### config.mk
export PLATFORM = sky130hd
export DESIGN_NAME = lm32_multiplier_tracker
export DESIGN_NICKNAME = d
export VERILOG_FILES = /design/src/rtl/lm32_multiplier_tracker.sv
export SDC_FILE = /design/constraint.sdc
export NUM_CORES = 1
export LEC_CHECK = 0
export BUFFER_PORTS_ARGS = -buffer_cell sky130_fd_sc_hd__buf_2
export CORE_MARGIN = 2
export CORE_UTILIZATION = 30
export DETAILED_ROUTE_END_ITERATION = 10
export PLACE_DENSITY_LB_ADDON = 0.15
export SLEW_MARGIN = 15
export SYNTH_ARGS = -nofsm -noshare
export SYNTH_HDL_FRONTEND = slang
export SYNTH_SLANG_ARGS = --single-unit
### constraint.sdc
create_clock -name clk_i -period 1.3 [get_ports clk_i]
set_input_delay 0.13 -clock clk_i [delete_from_list [all_inputs] [get_ports clk_i]]
set_output_delay 0.13 -clock clk_i [all_outputs]
set_load 0.01 [all_outputs]
### src/rtl/lm32_multiplier_tracker.sv
// Multiply-result tracker for the X/M/W pipeline.
// Follows each multiply through the DSP multiplier stages and produces the
// D-stage interlock and bypass controls for it. It also owns the register-file
// write-back request, with a one-entry hold buffer for when the write port is
// not granted.
module lm32_multiplier_tracker (
  input  logic        clk_i,
  input  logic        rst_i,
  input  logic        stall_x,
  input  logic        stall_m,
  input  logic        kill_x,
  input  logic        kill_m,
  input  logic        mul_x,
  input  logic [4:0]  write_idx_x,
  input  logic [4:0]  read_idx_0_d,
  input  logic [4:0]  read_idx_1_d,
  input  logic        read_en_0_d,
  input  logic        read_en_1_d,
  input  logic [31:0] mul_result,
  input  logic        wb_ready,
  output logic        stall_req_d,
  output logic        bypass_0_d,
  output logic        bypass_1_d,
  output logic        hold_busy,
  output logic        mul_wb_valid,
  output logic [4:0]  mul_wb_idx,
  output logic [31:0] mul_wb_data
);

  // M slot: the multiply whose operands are currently in the multiplier.
  logic        r_m_valid;
  logic [4:0]  r_m_idx;
  // W slot: one-cycle pulse, aligned with the multiplier output register.
  logic        r_w_valid;
  logic [4:0]  r_w_idx;
  // Hold buffer: a result that was not accepted by the write port.
  logic        r_h_valid;
  logic [4:0]  r_h_idx;
  logic [31:0] r_h_data;

  logic        w_wb_valid;
  logic [4:0]  w_wb_idx;
  logic [31:0] w_wb_data;
  logic        w_stall;
  logic [1:0][4:0] w_rd_idx;
  logic [1:0]  w_rd_en;
  logic [1:0]  w_hazard;
  logic [1:0]  w_bypass;

  assign w_rd_idx[0] = read_idx_0_d;
  assign w_rd_idx[1] = read_idx_1_d;
  assign w_rd_en[0]  = read_en_0_d;
  assign w_rd_en[1]  = read_en_1_d;

  // M slot follows the multiplier input registers (CEA/CEB = ~stall_x).
  // When X stalls but M advances, a bubble enters M. A kill while M is
  // stalled squashes the held multiply.
  always_ff @(posedge clk_i) begin
    if (rst_i) begin
      r_m_valid <= 1'b0;
      r_m_idx   <= 5'd0;
    end else if (!stall_x) begin
      r_m_valid <= mul_x & ~kill_x;
      r_m_idx   <= write_idx_x;
    end else if (!stall_m || kill_m) begin
      r_m_valid <= 1'b0;
    end
  end

  // W slot is set only when M actually advances, so it is valid exactly in the
  // cycle the always-enabled output register holds this multiply's product.
  always_ff @(posedge clk_i) begin
    if (rst_i) begin
      r_w_valid <= 1'b0;
      r_w_idx   <= 5'd0;
    end else begin
      r_w_valid <= r_m_valid & ~kill_m & ~stall_m;
      r_w_idx   <= r_m_idx;
    end
  end

  // Hold buffer captures a W result refused by the write port and keeps it
  // until the port is granted. An existing entry always wins over a new one.
  always_ff @(posedge clk_i) begin
    if (rst_i) begin
      r_h_valid <= 1'b0;
      r_h_idx   <= 5'd0;
      r_h_data  <= 32'd0;
    end else if (r_h_valid) begin
      if (wb_ready) begin
        r_h_valid <= 1'b0;
      end
    end else if (r_w_valid && !wb_ready) begin
      r_h_valid <= 1'b1;
      r_h_idx   <= r_w_idx;
      r_h_data  <= mul_result;
    end
  end

  // Write-back source selection: the held result takes priority over the live
  // W result, and index/data read as zero when nothing is being written.
  always_comb begin
    w_wb_valid = 1'b0;
    w_wb_idx   = 5'd0;
    w_wb_data  = 32'd0;
    if (r_h_valid) begin
      w_wb_valid = 1'b1;
      w_wb_idx   = r_h_idx;
      w_wb_data  = r_h_data;
    end else if (r_w_valid) begin
      w_wb_valid = 1'b1;
      w_wb_idx   = r_w_idx;
      w_wb_data  = mul_result;
    end
  end

  // Per-source interlock and bypass. A source stalls while its producer is in
  // X or M. Register 0 is hard-wired, so it never matches.
  genvar gi;
  generate
    for (gi = 0; gi < 2; gi++) begin : g_src
      assign w_hazard[gi] = w_rd_en[gi] && (w_rd_idx[gi] != 5'd0) &&
                            ((mul_x && !kill_x && (w_rd_idx[gi] == write_idx_x)) ||
                             (r_m_valid && (w_rd_idx[gi] == r_m_idx)));
      assign w_bypass[gi] = w_rd_en[gi] && w_wb_valid && (w_rd_idx[gi] == w_wb_idx) &&
                            (w_rd_idx[gi] != 5'd0) && !w_stall;
    end
  endgenerate

  assign w_stall      = |w_hazard;
  assign stall_req_d  = w_stall;
  assign bypass_0_d   = w_bypass[0];
  assign bypass_1_d   = w_bypass[1];
  assign hold_busy    = r_h_valid;
  assign mul_wb_valid = w_wb_valid;
  assign mul_wb_idx   = w_wb_idx;
  assign mul_wb_data  = w_wb_data;

endmodule

# Word-level counts from Yosys, hierarchy flattened
# Index checks and enable logic that the tools add are counted.
# totals
reg_bits,50
inputBits,57
out_inout_bits,42
word_cells,61
# classes
eq_ne,7
mux,11
bitwise,7
n_reduce_logical,29
# ops
cell,n
2-to-1 mux 32 bit,2
equality test 5 bit,6
logical AND 1 bit,18
2-to-1 mux 5 bit,2
nonzero test 5 bit,2
2-to-1 mux 1 bit,7
logical NOT 1 bit,4
NOT 1 bit,4
bitwise AND 1 bit,3
logical OR 1 bit,3
"inequality test 2 x 1 -> 1 bit, second input constant",1
AND reduction 2 bit,1
OR reduction 2 bit,1

# Longest topological paths before layout
# Gate-level depths: netlist of the first run.
# depth
word_depth,8
depth_mapped,6
ltp_nobuf,5

# Least setup slack after synthesis of the first run
# No wires, ideal clock.
# synth_timing
kind,reg2out
start,"reg r_h_valid, in the netlist hold_busy"
end,out bypass_0_d
arrival_ns,1.344
t_required_ns,1.170
setup_slack_ns,-0.174
path_stages_with_launch,5
n_path_buf,1
cell_sequence,dfxtp_1 buf_2 a22oi_1 a2111oi_0 and4_1
# synth_via
elab_chain_cells,5
elab_cells_between_ends,7
classes_between,1 x eq/ne; 2 x mux; 4 x reduce/logical
# synth_lines
element,line_no,source
start: declaration,37,logic r_h_valid;
start signal: assignment,86,r_h_valid <= 1'b0;
start signal: assignment,91,r_h_valid <= 1'b0;
start signal: assignment,94,r_h_valid <= 1'b1;
2-to-1 mux 5 bit / 2-to-1 mux 1 bit (equally long branches),106,if (r_h_valid) begin
equality test 5 bit / logical AND 1 bit (equally long branches),125,assign w_bypass[gi] = w_rd_en[gi] && w_wb_valid && (w_rd_idx[gi] == w_wb_idx) &&
logical AND 1 bit (*) (2 in series),125,
logical AND 1 bit (*),126,(w_rd_idx[gi] != 5'd0) && !w_stall;
end: declaration,22,"output logic bypass_0_d,"
# Every way passes the cells marked *; elsewhere a longest branch is shown, timed or not.

# Worst setup path after layout of the first run
# layout_timing
start,reg r_m_idx[3]
end,out bypass_1_d
# layout_via
elab_chain_cells,7
elab_cells_between_ends,11
classes_between,2 x eq/ne; 9 x reduce/logical
# layout_lines
element,line_no,source
start: declaration,32,logic [4:0] r_m_idx;
start signal: assignment,64,r_m_idx <= write_idx_x;
equality test 5 bit,124,(r_m_valid && (w_rd_idx[gi] == r_m_idx)));
logical AND 1 bit,124,
logical OR 1 bit,123,((mul_x && !kill_x && (w_rd_idx[gi] == write_idx_x)) ||
logical AND 1 bit,122,assign w_hazard[gi] = w_rd_en[gi] && (w_rd_idx[gi] != 5'd0) &&
OR reduction 2 bit (*),130,assign w_stall = |w_hazard;
logical NOT 1 bit (*),126,
logical AND 1 bit (*),126,
end: declaration,23,"output logic bypass_1_d,"
# Marks and branches as above.

==> impl_table.tex, run 1 <==
\begin{tabular}{lr}
\hline
Metric & Value \\
\hline
\multicolumn{2}{l}{\textbf{Setup path}} \\
\quad Depth of the critical timing path with buffers and inverters included & 6 \\
\quad Largest stage delay on the critical path & 0.36 ns \\
\quad Chain of cells forming the critical path & xnor2\_1, nand4\_1, o32ai\_2, or2b\_1, and4\_1, buf\_2 \\
\quad Worst r2r dst & r\_h\_data[5] \\
\quad Worst R2R Start & hold\_busy \\
\quad Worst Setup End Kind & output pin \\
\quad Slowest cell on crit path & sky130\_fd\_sc\_hd\_\_dfxtp\_2 \\
\quad WP buf/inv & 1 \\
\quad Crit path arrival time & 1.71 ns \\
\quad Register-to-Register Setup Slack & -0.32 ns \\
\quad Critical path launch point type & flop \\
\quad Family with the most delay on the worst path & simple AND/OR/NAND/NOR gates \\
\quad Critical path data required time & 1.17 ns \\
\quad Crit Path Category & flop to output pin \\
\quad Largest fanout on the critical path & 4 \\
\quad Timing endpoint of the critical path & bypass\_1\_d \\
\quad Number of cell instances on the worst register-to-register path & 9 \\
\quad Worst setup path startpoint & r\_m\_idx[3] \\
\multicolumn{2}{l}{\textbf{Clock network}} \\
\quad \# clock sinks & 50 \\
\quad H-tree lvl count & 2 \\
\quad Clock tree from TritonCTS & yes \\
\quad Number of clock buffers inserted by TritonCTS & 5 \\
\quad Post-CTS clock slew at the launch and capture registers of the worst setup and hold paths & 0.09 ns \\
\quad Cell chosen for the clock root & sky130\_fd\_sc\_hd\_\_clkbuf\_8 \\
\quad Worst-Skew Late Latency & 0.30 ns \\
\quad Maximum number of buffers from clock root to sink & 2 \\
\multicolumn{2}{l}{\textbf{Global route}} \\
\quad Gr usage total & 16.52\% \\
\quad Maximum number of pins on one net before global-route repair & 41 \\
\quad Overall overflow remaining after global route & 0 \\
\quad Number of global-route vias before repair & 2,829 \\
\quad Antenna violations before repair & 0 \\
\quad First-pass GRT wire length & 13,240 µm \\
\multicolumn{2}{l}{\textbf{Synth}} \\
\quad Synth Net Count & 447 \\
\quad Post-synth top flop & sky130\_fd\_sc\_hd\_\_dfxtp\_1 \\
\quad Flops \& latches, synth & 50 \\
\quad Average footprint of a synthesized cell & 7.032 µm² \\
\quad Post-synthesis sequential area ratio & 36.50\% \\
\quad Netlist Area Pre-Place & 2743 µm² \\
\quad Cell accounting for the most synthesized area & sky130\_fd\_sc\_hd\_\_dfxtp\_1 \\
\quad Yosys top cell area share & 36.50\% \\
\quad Synth Warn \# & 0 \\
\quad Post-synth ARST share & 0\% \\
\quad Most used standard cell by instance count after synthesis & sky130\_fd\_sc\_hd\_\_nand2\_1 \\
\quad Gate Count Post-Synth & 390 \\
\quad Main area contributors after synthesis & sky130\_fd\_sc\_hd\_\_dfxtp\_1 (36\%), sky130\_fd\_sc\_hd\_\_nand2\_1 (20\%), sky130\_fd\_sc\_hd\_\_xnor2\_1 (7.7\%) \\
\quad Number of distinct standard cells referenced by the synthesized netlist & 31 \\
\quad Number of enable-type register cells in the synthesized netlist & 0 \\
\quad Top cell types by occurrence after synthesis & sky130\_fd\_sc\_hd\_\_nand2\_1 (149), sky130\_fd\_sc\_hd\_\_dfxtp\_1 (50), sky130\_fd\_sc\_hd\_\_a21oi\_1 (40) \\
\multicolumn{2}{l}{\textbf{Floorplanning}} \\
\quad Die Span Y & 99.62 µm \\
\quad Initial Util & 31.15\% \\
\quad Horiz. Die Dim & 99.62 µm \\
\quad IO Pins & 99 \\
\quad Die Area & 9923 µm² \\
\quad Core region area & 8806 µm² \\
\quad Cell row count & 34 \\
\multicolumn{2}{l}{\textbf{Route}} \\
\quad Post-detailed-route via-to-cell ratio & 4.736 \\
\quad Number of vias after detailed routing & 2,946 \\
\quad Total length of routed wires & 8342 µm \\
\quad Drt first pass iters & 4 \\
\quad Final routed wire length divided by cell count & 13.41 µm \\
\quad Number of violations reported at the end of detailed-routing iteration 0 & 134 \\
\quad Post-route DRC violation count & 0 \\
\quad Number of nets still failing antenna checks after routing & 0 \\
\multicolumn{2}{l}{\textbf{Timing}} \\
\quad Tightest Pin Transition & 0.3668 ns \\
\quad Number of max-slew violations in the final report & 0 \\
\quad Final clock period utilization by the worst path & 141.6\% \\
\quad Timing-limited maximum frequency & 543.1 MHz \\
\quad Final hold vios & 0 \\
\quad Final setup violation count & 78 \\
\quad Slew headroom & 75.55\% \\
\quad Layout Skew & 0.004166 ns \\
\quad PnR worst setup slack & -0.5412 ns \\
\quad RSZ-0062 raised after global routing & yes \\
\quad Final critical-path required period & 1.841 ns \\
\multicolumn{2}{l}{\textbf{Power}} \\
\quad Leakage Power & 1.711 nW \\
\quad Power per cell area & 733.8 nW/µm² \\
\quad Peak ir drop on the vdd network & 0.5679 mV \\
\multicolumn{2}{l}{\textbf{Finish}} \\
\quad Filler instances & 896 \\
\quad Antenna cells & 0 \\
\quad Number of nets at the end of the flow & 570 \\
\quad Area used by sequential logic in the layout & 1020 µm² \\
\quad Utilization after layout & 47.50\% \\
\quad Final design instance area without fill & 4183 µm² \\
\quad Synthesis-to-finish area growth & 52.51\% \\
\quad Count of non-filler cells in the finished layout & 622 \\
\quad Layout cells sized above 1 & 44.36\% \\
\quad Area occupied by multi-input gates & 1819 µm² \\
\multicolumn{2}{l}{\textbf{Placement}} \\
\quad Worst slack, placed & -0.3556 ns \\
\quad DP HPWL & 5717 µm \\
\quad Total of buffers placed on input and output ports & 98 \\
\quad Placed insts & 600 \\
\quad Last weighted congestion value of the routability-driven placer & 0.7896 \\
\quad Instance area after placement & 3518 µm² \\
\multicolumn{2}{l}{\textbf{Hold path}} \\
\quad Depth of the worst hold-timing path & 2 \\
\quad Worst min-delay path category & input port to flop \\
\multicolumn{2}{l}{\textbf{Status}} \\
\quad Failing checks & setup timing \\
\quad Run status & finished with violations \\
\multicolumn{2}{l}{\textbf{Job}} \\
\quad Number of violations of the max-capacitance limit & 0 \\
\hline
\end{tabular}
[logic make-up (layout without fill, tap and decap cells)]
family / Yosys count / after routing / share of synthesized area (%)
xor+xnor: 32 / 32 / 10.77
flops: 50 / 50 / 36.50
mux: 5 / 5 / 1.825
simple gates: 184 / 184 / 28.15
compound gates: 85 / 85 / 16.74
buf+inv: 34 / 158 / 6.022
[metal layers]
layer	wire [µm]	GRT usage, %	vias up	part of all wire, %
met3	316	2.741	9	3.8
li1	-	-	1517	-
met4	93	4.636	0	1.1
met1	3723	20.52	1357	45
met2	4209	29.42	63	50
met5	0	0	-	0
[worst reg2reg max path, delay by kind of cell (launching register included)]
family          cells  cell delay (ns)
simple gates        3             0.43
flops               1             0.37
compound gates      1             0.05
buf+inv             5             0.64
[layout by cell type (no fill, tap or decap), types with 5 or more instances in the layout]
cell type,n
sky130_fd_sc_hd__nand2_1,117
sky130_fd_sc_hd__buf_2,96
sky130_fd_sc_hd__dfxtp_1,43
sky130_fd_sc_hd__nand2_2,29
sky130_fd_sc_hd__buf_4,27
sky130_fd_sc_hd__a21oi_1,26
sky130_fd_sc_hd__xnor2_1,20
sky130_fd_sc_hd__o21ai_0,17
sky130_fd_sc_hd__o21ai_1,15
sky130_fd_sc_hd__a21oi_2,14
sky130_fd_sc_hd__nor2_1,10
sky130_fd_sc_hd__buf_6,10
sky130_fd_sc_hd__xnor2_2,6
sky130_fd_sc_hd__xor2_1,6
sky130_fd_sc_hd__nor2b_1,6
sky130_fd_sc_hd__buf_12,6
sky130_fd_sc_hd__mux2i_1,5
sky130_fd_sc_hd__clkbuf_8,5
[per-stage QoR]
stage                     setup TNS, ns  power [mW]  hold WS, ns
after floorplan                 -0.1366       1.772       0.1963
after global placement           -1.750       1.969       0.3213
after detailed placement         -2.280       1.970       0.3224
after CTS                        -11.12       3.097      0.04318
after global routing             -19.56       3.222      0.04050
final                            -14.08       3.070      0.04942
[layout make-up]
cell class | instances | share of cell area (%)
clock buffer | 7 | 1.825
clock inverter | 1 | 0.7179
inverter | 3 | 0.2692
multi-input combinational | 306 | 43.49
sequential | 50 | 24.38
tap | 108 | 3.231
timing repair buffer | 147 | 26.08
[sequential cells by signal (all words and copies together) (netlist names)]
register,flops
r_h_idx,5
r_h_data,32
r_w_valid,1
r_m_valid,1
r_w_idx,5
hold_busy,1
r_m_idx,5
[worst min path at each step]
stage	start	slack, ns	endpoint
6_report	wb_ready	0.05	hold_busy
3_5_place_dp	stall_m	0.32	r_w_valid
3_3_place_gp	stall_m	0.32	r_w_valid
2_1_floorplan	wb_ready	0.20	hold_busy
5_1_grt	wb_ready	0.04	hold_busy
4_1_cts	wb_ready	0.04	hold_busy
[where the power goes]
group	total [mW]	switching, mW	internal [mW]
registers	1.57	0.0234	1.54
clock network	1.09	0.509	0.577
logic	0.415	0.200	0.215
total	3.07	0.733	2.34
[repair_timing]
| action | 4_1_cts | 5_1_grt |
|---|---|---|
| setup buffers | 7 | 3 |
| setup endpoints to repair | 63 | 78 |
| hold endpoints to repair | 1 | 0 |
| pin swaps | 7 | 5 |
| hold buffers | 1 | 0 |
| gates cloned | 4 | 1 |
| gates resized for setup | 51 | 73 |
Note: power is estimated with default switching activity, not from simulation.
==> run 2: changes to the inputs <==
Settings changed: PLACE_DENSITY_LB_ADDON 0.15 to unset.
==> impl_table.tex, run 2 (synthesis gave the netlist of run 1 again) <==
\begin{tabular}{lr}
\hline
Metric & Value \\
\hline
\multicolumn{2}{l}{\textbf{Status}} \\
\quad Run status & finished with violations \\
\quad Failing checks & setup timing \\
\multicolumn{2}{l}{\textbf{Setup path}} \\
\quad Worst setup path startpoint & r\_m\_idx[4] \\
\quad Number of cell instances on the worst register-to-register path & 8 \\
\quad Crit path arrival time & 1.82 ns \\
\quad Crit Path Category & flop to output pin \\
\quad Worst r2r dst & r\_h\_data[21] \\
\quad Worst Setup End Kind & output pin \\
\quad Largest fanout on the critical path & 3 \\
\quad Critical path data required time & 1.17 ns \\
\quad Critical path launch point type & flop \\
\quad Timing endpoint of the critical path & bypass\_1\_d \\
\quad Register-to-Register Setup Slack & -0.28 ns \\
\quad Chain of cells forming the critical path & xnor2\_2, nand4\_1, o32ai\_2, or2b\_1, and4\_1, buf\_6 \\
\quad Slowest cell on crit path & sky130\_fd\_sc\_hd\_\_dfxtp\_4 \\
\quad WP buf/inv & 1 \\
\quad Largest stage delay on the critical path & 0.37 ns \\
\quad Family with the most delay on the worst path & simple AND/OR/NAND/NOR gates \\
\quad Depth of the critical timing path with buffers and inverters included & 6 \\
\quad Worst R2R Start & hold\_busy \\
\multicolumn{2}{l}{\textbf{Floorplanning}} \\
\quad Die Span Y & 99.62 µm \\
\quad Initial Util & 31.15\% \\
\quad Cell row count & 34 \\
\quad Horiz. Die Dim & 99.62 µm \\
\quad IO Pins & 99 \\
\quad Core region area & 8806 µm² \\
\quad Die Area & 9923 µm² \\
\multicolumn{2}{l}{\textbf{Finish}} \\
\quad Area occupied by multi-input gates & 1893 µm² \\
\quad Commonest non-fill, non-tap cell in the layout & sky130\_fd\_sc\_hd\_\_nand2\_1 \\
\quad Top register by number of flip-flops & r\_h\_data \\
\quad Antenna cells & 0 \\
\quad Layout cells sized above 1 & 48.30\% \\
\quad Utilization after layout & 50.97\% \\
\quad Flip-flop count of the largest register, all copies and words added & 32 \\
\quad Count of non-filler cells in the finished layout & 638 \\
\quad Area used by sequential logic in the layout & 1017 µm² \\
\quad Filler instances & 855 \\
\quad Final design instance area without fill & 4488 µm² \\
\quad Number of nets at the end of the flow & 586 \\
\quad Top library cells by usage in the layout, fill and taps aside & sky130\_fd\_sc\_hd\_\_nand2\_1 (125), sky130\_fd\_sc\_hd\_\_buf\_2 (91), sky130\_fd\_sc\_hd\_\_dfxtp\_1 (43) \\
\quad Synthesis-to-finish area growth & 63.64\% \\
\multicolumn{2}{l}{\textbf{Clock network}} \\
\quad \# clock sinks & 50 \\
\quad Number of clock buffers inserted by TritonCTS & 5 \\
\quad Clock tree from TritonCTS & yes \\
\quad Worst-Skew Late Latency & 0.30 ns \\
\quad Post-CTS clock slew at the launch and capture registers of the worst setup and hold paths & 0.09 ns \\
\quad H-tree lvl count & 2 \\
\quad Cell chosen for the clock root & sky130\_fd\_sc\_hd\_\_clkbuf\_8 \\
\quad Maximum number of buffers from clock root to sink & 2 \\
\multicolumn{2}{l}{\textbf{Placement}} \\
\quad Instance area after placement & 3578 µm² \\
\quad Placed insts & 608 \\
\quad Last weighted congestion value of the routability-driven placer & 1.021 \\
\quad Total of buffers placed on input and output ports & 98 \\
\quad DP HPWL & 5579 µm \\
\multicolumn{2}{l}{\textbf{Global route}} \\
\quad Antenna violations before repair & 0 \\
\quad Maximum number of pins on one net before global-route repair & 31 \\
\quad Gr usage total & 17.12\% \\
\quad Number of global-route vias before repair & 2,915 \\
\quad First-pass GRT wire length & 13,700 µm \\
\quad Overall overflow remaining after global route & 0 \\
\multicolumn{2}{l}{\textbf{Timing}} \\
\quad Tightest Pin Transition & 0.4588 ns \\
\quad Slew headroom & 69.41\% \\
\quad Layout Skew & 0.006777 ns \\
\quad Final clock period utilization by the worst path & 149.9\% \\
\quad Final hold vios & 0 \\
\quad PnR worst setup slack & -0.6491 ns \\
\quad Worst hold slack after final layout & 0.06589 ns \\
\quad Timing-limited maximum frequency & 513.0 MHz \\
\quad Number of max-slew violations in the final report & 0 \\
\quad RSZ-0062 raised after global routing & yes \\
\quad Final setup violation count & 79 \\
\quad Final critical-path required period & 1.949 ns \\
\multicolumn{2}{l}{\textbf{Route}} \\
\quad Number of vias after detailed routing & 3,135 \\
\quad Post-detailed-route via-to-cell ratio & 4.914 \\
\quad Drt first pass iters & 4 \\
\quad Total length of routed wires & 8938 µm \\
\quad Post-route DRC violation count & 0 \\
\quad Final routed wire length divided by cell count & 14.01 µm \\
\quad Number of violations reported at the end of detailed-routing iteration 0 & 127 \\
\quad Number of nets still failing antenna checks after routing & 0 \\
\multicolumn{2}{l}{\textbf{Hold path}} \\
\quad Worst min-delay path category & input port to flop \\
\quad Worst min-delay path startpoint & wb\_ready \\
\multicolumn{2}{l}{\textbf{Power}} \\
\quad Power per cell area & 639.4 nW/µm² \\
\quad Leakage Power & 1.853 nW \\
\quad Peak ir drop on the vdd network & 0.3296 mV \\
\multicolumn{2}{l}{\textbf{Job}} \\
\quad Number of violations of the max-capacitance limit & 0 \\
\hline
\end{tabular}
## run 2: power by group
part           internal, mW  total (mW)  switching, mW
Clock                 0.383       0.868          0.485
Combinational         0.231       0.434          0.203
Sequential             1.55        1.57         0.0219
Total                  2.16        2.87          0.710
## run 2: per-stage QoR
stage	worst slack, ns	total power [mW]	setup TNS (ns)
after floorplan	-0.06829	1.772	-0.1366
after global placement	-0.2610	1.980	-3.032
after detailed placement	-0.3533	1.985	-3.672
after CTS	-0.5429	2.879	-15.85
after global routing	-0.7213	3.015	-25.01
final	-0.6491	2.870	-19.60
## run 2: worst min path at each step
stage	depth (start not counted)	endpoint	slack, ns
floorplan	1	hold_busy	0.20
global placement	2	r_w_valid	0.33
detailed placement	2	r_w_valid	0.33
CTS	2	r_w_valid	0.001
global route	2	hold_busy	0.06
finish	2	hold_busy	0.07
## run 2: layer usage
metal | GRT usage, % | up-vias | wire, µm
met5 | 0 | - | 0
met4 | 5.269 | 0 | 137
met3 | 3.022 | 14 | 384
met2 | 29.68 | 91 | 4515
met1 | 21.64 | 1473 | 3901
li1 | - | 1557 | -
## run 2: timing repair
| item | CTS | global route |
|---|---|---|
| pin swaps | 5 | 22 |
| gates cloned | 7 | 3 |
| endpoints found under the hold margin | 0 | 1 |
| setup endpoints to repair | 80 | 79 |
| hold buffers | 0 | 1 |
| gates resized for setup | 100 | 77 |
| setup buffers | 9 | 10 |
## run 2: area by class of cell
cell class	instances	area share, %
Clock buffer	8	1.784
Timing Repair Buffer	163	30.11
Tap cell	108	3.011
Inverter	3	0.2509
Multi-Input combinational cell	306	42.18
Sequential cell	50	22.67
==> run 3: changes to the inputs <==
--- a/constraint.sdc
+++ b/constraint.sdc
@@ -3,2 +3,2 @@
 set_output_delay 0.13 -clock clk_i [all_outputs]
-set_load 0.01 [all_outputs]
+set_load 0.05 [all_outputs]
==> impl_table.tex, run 3 (synthesis gave the netlist of run 1 again) <==
\begin{tabular}{lr}
\hline
Metric & Value \\
\hline
\multicolumn{2}{l}{\textbf{Status}} \\
\quad Run status & finished with violations \\
\quad Failing checks & setup timing \\
\multicolumn{2}{l}{\textbf{Finish}} \\
\quad Top register by number of flip-flops & r\_h\_data \\
\quad Number of nets at the end of the flow & 581 \\
\quad Final design instance area without fill & 5050 µm² \\
\quad Flip-flop count of the largest register, all copies and words added & 32 \\
\quad Top library cells by usage in the layout, fill and taps aside & sky130\_fd\_sc\_hd\_\_nand2\_1 (105), sky130\_fd\_sc\_hd\_\_buf\_2 (56), sky130\_fd\_sc\_hd\_\_dfxtp\_1 (43) \\
\quad Layout cells sized above 1 & 58.29\% \\
\quad Utilization after layout & 57.35\% \\
\quad Commonest non-fill, non-tap cell in the layout & sky130\_fd\_sc\_hd\_\_nand2\_1 \\
\quad Antenna cells & 0 \\
\quad Synthesis-to-finish area growth & 84.12\% \\
\multicolumn{2}{l}{\textbf{Global route}} \\
\quad First-pass GRT wire length & 13,660 µm \\
\quad Number of global-route vias before repair & 2,873 \\
\quad Maximum number of pins on one net before global-route repair & 38 \\
\quad Antenna violations before repair & 0 \\
\quad Gr usage total & 17.00\% \\
\quad Overall overflow remaining after global route & 0 \\
\multicolumn{2}{l}{\textbf{Route}} \\
\quad Final routed wire length divided by cell count & 15.01 µm \\
\quad Drt first pass iters & 6 \\
\quad Post-detailed-route via-to-cell ratio & 5.000 \\
\quad Post-route DRC violation count & 0 \\
\quad Total length of routed wires & 9500 µm \\
\quad Number of vias after detailed routing & 3,165 \\
\quad Number of nets still failing antenna checks after routing & 0 \\
\quad Number of violations reported at the end of detailed-routing iteration 0 & 78 \\
\multicolumn{2}{l}{\textbf{Setup path}} \\
\quad Critical path launch point type & flop \\
\quad Largest fanout on the critical path & 4 \\
\quad Crit path arrival time & 1.78 ns \\
\quad Worst Setup End Kind & output pin \\
\quad Critical path data required time & 1.17 ns \\
\quad Crit Path Category & flop to output pin \\
\multicolumn{2}{l}{\textbf{Placement}} \\
\quad Instance area after placement & 3936 µm² \\
\quad Last weighted congestion value of the routability-driven placer & 0.8918 \\
\quad DP HPWL & 5756 µm \\
\quad Total of buffers placed on input and output ports & 98 \\
\multicolumn{2}{l}{\textbf{Floorplanning}} \\
\quad Initial Util & 31.15\% \\
\quad Cell row count & 34 \\
\quad Core region area & 8806 µm² \\
\quad IO Pins & 99 \\
\quad Die Area & 9923 µm² \\
\quad Horiz. Die Dim & 99.62 µm \\
\quad Die Span Y & 99.62 µm \\
\multicolumn{2}{l}{\textbf{Timing}} \\
\quad Final hold vios & 0 \\
\quad RSZ-0062 raised after global routing & yes \\
\quad Timing-limited maximum frequency & 522.6 MHz \\
\quad Final clock period utilization by the worst path & 147.2\% \\
\quad PnR worst setup slack & -0.6134 ns \\
\quad Tightest Pin Transition & 0.4076 ns \\
\quad Final setup violation count & 80 \\
\quad Final critical-path required period & 1.913 ns \\
\quad Slew headroom & 72.82\% \\
\quad Layout Skew & 0.002847 ns \\
\quad Number of max-slew violations in the final report & 0 \\
\multicolumn{2}{l}{\textbf{Power}} \\
\quad Internal power & 2.217 mW \\
\quad Total power draw & 2.993 mW \\
\quad Leakage Power & 2.035 nW \\
\quad Sw power & 0.7758 mW \\
\quad Power per cell area & 592.7 nW/µm² \\
\quad Fraction of power consumed by sequential logic & 52.5\% \\
\quad Combinational cell fraction of total power & 16.2\% \\
\quad Portion of total power attributed to the clock network & 31.3\% \\
\quad Peak ir drop on the vdd network & 0.4298 mV \\
\quad Sw Ratio & 25.92\% \\
\multicolumn{2}{l}{\textbf{Clock network}} \\
\quad Post-CTS clock slew at the launch and capture registers of the worst setup and hold paths & 0.09 ns \\
\quad \# clock sinks & 50 \\
\quad Maximum number of buffers from clock root to sink & 2 \\
\quad Cell chosen for the clock root & sky130\_fd\_sc\_hd\_\_clkbuf\_8 \\
\quad Number of clock buffers inserted by TritonCTS & 5 \\
\quad Worst-Skew Late Latency & 0.29 ns \\
\quad H-tree lvl count & 2 \\
\quad Clock tree from TritonCTS & yes \\
\multicolumn{2}{l}{\textbf{Job}} \\
\quad Number of violations of the max-capacitance limit & 0 \\
\multicolumn{2}{l}{\textbf{Hold path}} \\
\quad Worst min-delay path category & input port to flop \\
\hline
\end{tabular}
run 3: cell count changes in the layout (fill, tap and decap cells not counted), moves of 17 or more:
cell                      delta
sky130_fd_sc_hd__a21oi_2    +17
sky130_fd_sc_hd__buf_2      -35
sky130_fd_sc_hd__buf_6      +24
sky130_fd_sc_hd__nand2_1    -20
sky130_fd_sc_hd__nand2_4    +17
sky130_fd_sc_hd__o21ai_4    +21
run 3: critical path, stage by stage (launching register included):
cell	delay, ns
sky130_fd_sc_hd__dfxtp_4	0.35
sky130_fd_sc_hd__and2b_2	0.26
sky130_fd_sc_hd__a22oi_2	0.10
sky130_fd_sc_hd__a2111oi_2	0.35
sky130_fd_sc_hd__and4_4	0.29
sky130_fd_sc_hd__buf_8	0.14
run 3: layer usage:
metal  part of all wire, %  up-vias  GRT usage (%)
met2                    48      126          28.85
met3                   5.9       20          3.373
met5                     0        -              0
li1                      -     1544              -
met1                    44     1475          22.13
met4                   1.9        0          4.320
run 3: power groups by stage:
stage / logic (mW) / registers, mW / clock network (mW)
after detailed placement: 0.406 / 1.60 / 0
final: 0.485 / 1.57 / 0.938
after floorplan: 0.193 / 1.60 / 0
after global placement: 0.403 / 1.60 / 0
after CTS: 0.439 / 1.57 / 0.995
after global routing: 0.518 / 1.57 / 1.02
run 3: path summary, 6_finish.rpt:
check             slack [ns]  depth (start not counted)         start           end
setup / recovery       -0.61                          5     hold_busy    bypass_0_d
hold / removal          0.06                          2      wb_ready     hold_busy
setup reg to reg       -0.28                          8     hold_busy  r_h_data[13]
hold reg to reg         0.46                          2  r_h_data[26]  r_h_data[26]
run 3: final cells by class:
cell class                      instances  area [µm²]
Tap cell                              108       135.1
Multi-Input combinational cell        306        2296
Timing Repair Buffer                  158        1504
Fill cell                             776        3756
Inverter                                3       11.26
Sequential cell                        50        1012
Clock inverter                          1       5.005
Clock buffer                            7       86.33
run 3: metrics by stage:
stage / setup TNS, ns / instances / hold WS (ns) / worst slack [ns]
after floorplan: -8.691 / 390 / 0.1963 / -0.3048
final: -20.28 / 633 / 0.05924 / -0.6134
after global routing: -25.14 / 633 / 0.06133 / -0.6904
after detailed placement: -6.419 / 609 / 0.3273 / -0.5031
after CTS: -16.69 / 624 / 0.03589 / -0.5755
after global placement: -5.486 / 609 / 0.3373 / -0.3947
run 3: timing repair:
action / 4_1_cts / 5_1_grt
buffers inserted: 5 / 5
setup endpoints to repair: 60 / 80
endpoints found under the hold margin: 1 / 0
hold buffers: 1 / 0
cloned: 2 / 5
resized for setup: 124 / 100
pin swaps: 7 / 28
